## config.mk

```make
export PLATFORM = sky130hd
export DESIGN_NAME = vga_scan_out
export DESIGN_NICKNAME = d
export VERILOG_FILES = /design/src/rtl/vga_scan_out.sv
export SDC_FILE = /design/constraint.sdc
export NUM_CORES = 1
export LEC_CHECK = 0
export CORE_MARGIN = 1.5
export CORE_UTILIZATION = 45
export CTS_CLUSTER_SIZE = 14
export DETAILED_ROUTE_END_ITERATION = 8
export PLACE_DENSITY_LB_ADDON = 0.25
export SLEW_MARGIN = 25
export SYNTH_ARGS = -nofsm -noshare
export SYNTH_HDL_FRONTEND = slang
export SYNTH_SLANG_ARGS = --single-unit
```

## constraint.sdc

```tcl
create_clock -name clk -period 3.1 [get_ports clk]
set_input_delay 0.31 -clock clk [delete_from_list [all_inputs] [get_ports clk]]
set_output_delay 0.31 -clock clk [all_outputs]
set_load 0.02 [all_outputs]
```

## src/rtl/vga_scan_out.sv

```systemverilog
// VGA raster generator and scan-out stage: issues frame-buffer reads per visible pixel
// and drives colour plus sync/de, with the sync signals delayed to match the RAM read latency.
module vga_scan_out #(
    parameter int unsigned H_ACTIVE = 640,
    parameter int unsigned H_FP     = 16,
    parameter int unsigned H_SYNC   = 96,
    parameter int unsigned H_BP     = 48,
    parameter int unsigned V_ACTIVE = 480,
    parameter int unsigned V_FP     = 10,
    parameter int unsigned V_SYNC   = 2,
    parameter int unsigned V_BP     = 33,
    parameter int unsigned RD_LAT   = 1,
    parameter bit          SYNC_POL = 1'b0
) (
    input  logic        clk,
    input  logic        rst,
    input  logic        en,
    input  logic [14:0] rgb_in,
    output logic        rd_en,
    output logic [9:0]  rd_x,
    output logic [9:0]  rd_y,
    output logic        hsync,
    output logic        vsync,
    output logic        de,
    output logic [7:0]  vga_r,
    output logic [7:0]  vga_g,
    output logic [7:0]  vga_b,
    output logic        frame_start
);

    localparam int unsigned CW       = 10;
    localparam int unsigned H_TOTAL  = H_ACTIVE + H_FP + H_SYNC + H_BP;
    localparam int unsigned V_TOTAL  = V_ACTIVE + V_FP + V_SYNC + V_BP;
    localparam int unsigned HS_START = H_ACTIVE + H_FP;
    localparam int unsigned HS_END   = HS_START + H_SYNC;
    localparam int unsigned VS_START = V_ACTIVE + V_FP;
    localparam int unsigned VS_END   = VS_START + V_SYNC;

    logic [CW-1:0] hcnt, vcnt;
    logic [CW-1:0] hcnt_nxt, vcnt_nxt;
    logic          active0, hs0, vs0, fs0;
    logic [RD_LAT:0] act_dly, hs_dly, vs_dly, fs_dly;
    logic          tap_active;

    // Raster counter next state; en low parks the raster at the origin
    always_comb begin
        hcnt_nxt = '0;
        vcnt_nxt = '0;
        if (en) begin
            if (hcnt == CW'(H_TOTAL - 1)) begin
                hcnt_nxt = '0;
                vcnt_nxt = (vcnt == CW'(V_TOTAL - 1)) ? '0 : vcnt + CW'(1);
            end else begin
                hcnt_nxt = hcnt + CW'(1);
                vcnt_nxt = vcnt;
            end
        end
    end

    always_ff @(posedge clk or posedge rst) begin
        if (rst) begin
            hcnt <= '0;
            vcnt <= '0;
        end else begin
            hcnt <= hcnt_nxt;
            vcnt <= vcnt_nxt;
        end
    end

    // Stage-0 raster flags, all inactive while disabled
    always_comb begin
        active0 = en && (hcnt < CW'(H_ACTIVE)) && (vcnt < CW'(V_ACTIVE));
        hs0     = en && (hcnt >= CW'(HS_START)) && (hcnt < CW'(HS_END));
        vs0     = en && (vcnt >= CW'(VS_START)) && (vcnt < CW'(VS_END));
        fs0     = en && (hcnt == '0) && (vcnt == '0);
    end

    // Read request plus flag delay line; the last tap lines up with rgb_in
    always_ff @(posedge clk or posedge rst) begin
        if (rst) begin
            rd_en   <= 1'b0;
            rd_x    <= '0;
            rd_y    <= '0;
            act_dly <= '0;
            hs_dly  <= '0;
            vs_dly  <= '0;
            fs_dly  <= '0;
        end else begin
            rd_en <= active0;
            if (active0) begin
                rd_x <= hcnt;
                rd_y <= vcnt;
            end
            act_dly <= {act_dly[RD_LAT-1:0], active0};
            hs_dly  <= {hs_dly[RD_LAT-1:0], hs0};
            vs_dly  <= {vs_dly[RD_LAT-1:0], vs0};
            fs_dly  <= {fs_dly[RD_LAT-1:0], fs0};
        end
    end

    assign tap_active = act_dly[RD_LAT];

    // Output register: RGB555 expanded to 8 bits by MSB replication, blanked outside active
    always_ff @(posedge clk or posedge rst) begin
        if (rst) begin
            de          <= 1'b0;
            hsync       <= ~SYNC_POL;
            vsync       <= ~SYNC_POL;
            frame_start <= 1'b0;
            vga_r       <= '0;
            vga_g       <= '0;
            vga_b       <= '0;
        end else begin
            de          <= tap_active;
            hsync       <= hs_dly[RD_LAT] ? SYNC_POL : ~SYNC_POL;
            vsync       <= vs_dly[RD_LAT] ? SYNC_POL : ~SYNC_POL;
            frame_start <= fs_dly[RD_LAT];
            vga_r       <= tap_active ? {rgb_in[14:10], rgb_in[14:12]} : 8'h00;
            vga_g       <= tap_active ? {rgb_in[9:5],   rgb_in[9:7]}   : 8'h00;
            vga_b       <= tap_active ? {rgb_in[4:0],   rgb_in[4:2]}   : 8'h00;
        end
    end

endmodule
```

# Word level (Yosys, flattened, before mapping)
# Cells that the tools add are included.
[totals]
regBits = 77
input_bits = 18
[op_classes]
reduce_logical = 10
magnitude_cmp = 6
n_addsub = 2
n_eq_ne = 3
mux = 10
[op_table]
columns = ["op", "count"]
rows = [
  ["$mux 10", 5],
  ["$mux 8", 3],
  ["$add 10x1->10 const B", 2],
  ["$eq 10x10->1 const B", 2],
  ["$logic_not 10->1", 2],
  ["$lt 10x10->1 const B", 2],
  ["$lt 10x9->1 const B", 2],
  ["$ge 10x10->1 const B", 1],
  ["$ge 10x9->1 const B", 1],
  ["$logic_and 1x1->1", 8],
  ["$mux 1", 2],
  ["$ne 2x1->1 const B", 1],
]

# Logic depth before layout (Yosys ltp)
[depth]
depth_word = 4
mapped_depth = 8
depth_no_buf = 6

# Worst setup path after synthesis
# OpenSTA, ideal clock, no wires.
[synth_path]
kind = "register to register"
start = "register hcnt[0]"
end = "register vcnt[4]"
t_required_ns = 2.975
n_path_buf = 1
setup_ns = 0.125
path_slack_ns = 1.314
arrival_ns = 1.661
stages_incl_launch_ff = 7
cell_sequence = "dfrtp_1 > ha_1 > and4_4 > nand4_2 > buf_2 > nor3_1 > mux2_2"
[synth_between]
elab_chain_len = 2
[synth_lines]
columns = ["element", "line_no", "rtl"]
rows = [
  ["start: declaration", "39", "logic [CW-1:0] hcnt, vcnt;"],
  ["start signal: assignment", "65", "hcnt <= hcnt_nxt;"],
  ["$eq 10x10->1", "50", "if (hcnt == CW'(H_TOTAL - 1)) begin"],
  ["$ne 2x1->1 (no source line)", "--", ""],
  ["end signal: assignment", "66", "vcnt <= vcnt_nxt;"],
  ["end: declaration", "39", ""],
]
# No other way between the ends.
# A chain may end at the register's enable or synchronous reset.

# Final worst setup path
[layout_path]
start = "register hcnt[0]"
end = "register vcnt[9]"
# The elaborated chain is that of the path after synthesis.

==> results_dict.tcl <==
set metrics [dict create \
    cp.arrival_ns 2.38 \
    synth-seq-cells 67 \
    post-dp-hpwl_um 3460 \
    path_class "reg -> reg" \
    start_kind "flop" \
    p_leak_nw 1.62 \
    diodes 0 \
    ctsHoldBuffers 0 \
    synthFlopType "dfrtp_1" \
    setup_ws_ns 0.994 \
    grt_max_degree 37 \
    final_util 0.608 \
    critPathSlowestCell "or4_1" \
    drtIter0Drc 60 \
    rsz0062_at_grt "false" \
    core_area_um2 5960 \
    grt_pass1_wl_um 8390 \
    drive_above_1_share 0.155 \
    wl_met2_um 2270 \
    dp_cells 350 \
    total_power_mw 1.79 \
    io_pins 67 \
    tightest_slew_ns 0.826 \
    cts_htree_levels 3 \
    required_ns 3.37 \
    max_freq_ghz 0.475 \
    cp-end-kind "flop" \
    die_y_um 81.7 \
    clock_path_buffers 2 \
    start_util 0.468 \
    crit_path_start "hcnt[0]" \
    critPathMaxFanout 14 \
    layout_min_cycle_time_ns 2.11 \
    topRoutingLayerUsed "met4" \
    setup_tns_ns 0 \
    synth.area.top_cells "dfrtp_1 58%, mux2_2 6.9%, and2_1 3.6%" \
    clock_skew_ns 0.0111 \
    synth_area_um2 2790 \
    syn_inst 228 \
    post_cts_resized 0 \
    powerDensity_nw_per_um2 494 \
    pre_cts_slack_ns 0.920 \
    maxSlewHeadroom 0.450 \
    reg2reg_from "hcnt[0]" \
    ys_types 48 \
    yosysTopAreaCell "dfrtp_1" \
    worstSkewPairLatency_ns 0.35 \
    path_clk_slew_ns 0.08 \
    gp_congestion 0.829 \
    port_buffers 66 \
    cts_inserted_buffers 9 \
    cts_setup_buffers 0 \
    avgSynthCellArea_um2 12.2 \
    grt_pass1_vias 1758 \
    die_width_um 81.7 \
    synth_warnings 0 \
    timing.final.crit_share 0.679 \
    holdCritStartpoint "hs_dly[0]" \
    hp-class "reg -> reg" \
    cts-root-buf "clkbuf_8" \
    ir_drop_mv 0.311 \
    fin_cells 366 \
    synth-seq-area-share 0.602 \
    viasPerCell 5.23 \
    grt_antenna_before_repair 0 \
    drv_cap 0 \
    drc 0 \
    cts_sinks 67 \
    vias 1914 \
    synth_top_area_share 0.583 \
    wl_met1_um 2290 \
    std_cell_rows 28 \
    async_flop_share 1.00 \
    status "completed" \
    hold_violations 0 \
    setup_viol 0 \
    grt.overflow.total 0 \
    cp_cell_sequence "ha_1 -> and4_4 -> nand4_2 -> or4_1 -> a31oi_1" \
    die_area_um2 6680 \
    first_pass_iters 4 \
    cpPeakStageDelay_ns 0.60 \
    final_nets 308 \
    synth_edf_count 0 \
    ant_nets 0 \
    wl_per_cell_um 14.0 \
    synthToLayoutAreaGrowth_pct 29.8 \
    cts_tree "built" \
    dr_wl_met3_um 429 \
    syn_nets 250 \
    slew_viol_final 0 \
    wirelength_um 5130 \
    grt_usage 0.171 \
]
-- where the power goes --
part / internal, mW / switching [mW]
Clock: 0.310 / 0.336
Sequential: 0.908 / 0.0219
Combinational: 0.106 / 0.106
-- registers in the layout, indices dropped and copies added, names as in the netlist --
register and count:
rd_y 10, fs_dly 2, vga_b 5, rd_x 10, vcnt 10, de 1, vs_dly 2, frame_start 1
hs_dly 2, hsync 1, hcnt 10, act_dly 2, vsync 1, vga_g 5, vga_r 5
-- through the flow --
| step | hold slack (ns) | instance area, um^2 |
|---|---|---|
| global route | 0.363 | 3620 |
| detailed placement | 0.339 | 3440 |
| finish | 0.352 | 3620 |
| floorplan | 0.331 | 2790 |
| CTS | 0.354 | 3620 |
| global placement | 0.332 | 3440 |
-- path summary, 6_finish.rpt --
path / end / slack [ns] / cells after the start
max: vcnt[9] / 0.99 / 5
min: hs_dly[1] / 0.35 / 0
max reg2reg: vcnt[9] / 0.99 / 5
min reg2reg: hs_dly[1] / 0.35 / 0
max in group asynchronous: hcnt[1] / 2.11 / 3
min in group asynchronous: vcnt[3] / 0.38 / 2
-- cells by family after synthesis --
kind of cell,Yosys count,synth area share
AO/OA/AOI/OAI,23,0.0632
buffers and inverters,35,0.0655
flip-flops,67,0.602
XOR/XNOR,7,0.0220
multiplexers,17,0.0686
adder cells (fa/ha/maj),4,0.0179
AND/OR/NAND/NOR,75,0.161
-- synthesized netlist by cell type, types with 2 or more instances --
master / instances
nand3_1: 7
o31ai_1: 2
clkbuf_1: 5
xnor2_1: 3
xor2_1: 4
o21ai_0: 4
nand4_1: 5
nand2_1: 8
dfstp_2: 2
o311ai_0: 2
dfrtp_1: 65
nor2_1: 10
and3_1: 3
nor3_1: 5
o22a_1: 2
a21o_1: 2
inv_1: 14
buf_2: 5
nor4_1: 3
and2_1: 16
mux2_2: 17
o211ai_1: 2
buf_4: 10
nor4b_1: 2
or4_1: 3
ha_1: 4
o21ai_1: 2
-- cells in the final DEF, fill, tap and decap left out, types with 7 or more instances in the layout --
| cell type | n |
|---|---|
| and2_1 | 16 |
| inv_1 | 13 |
| clkdlybuf4s50_1 | 66 |
| nand2_1 | 8 |
| clkbuf_8 | 10 |
| nor2_1 | 10 |
| dfrtp_1 | 65 |
| mux2_2 | 17 |
| nand3_1 | 7 |
-- layer usage --
| metal | GRT usage | vias up |
|---|---|---|
| li1 | - | 899 |
| met1 | 0.221 | 927 |
| met2 | 0.256 | 75 |
| met3 | 0.0433 | 13 |
| met4 | 0.112 | 0 |
| met5 | 0 | - |
-- critical path, delay by kind of cell (launching register included) --
| family | cells | cell delay (ns) |
|---|---|---|
| compound gates | 1 | 0.17 |
| fa+ha+maj | 1 | 0.25 |
| flops | 1 | 0.45 |
| simple gates | 3 | 1.17 |
-- cell type report --
cell class / instances / area [um^2]
fill: 524 / 2330
multi-input combinational: 126 / 928
clock buffer: 10 / 138
inverter: 14 / 52.6
tap: 75 / 93.8
sequential: 67 / 1680
clock inverter: 6 / 41.3
timing repair buffer: 68 / 688
Note: power is estimated with default switching activity, not from simulation.
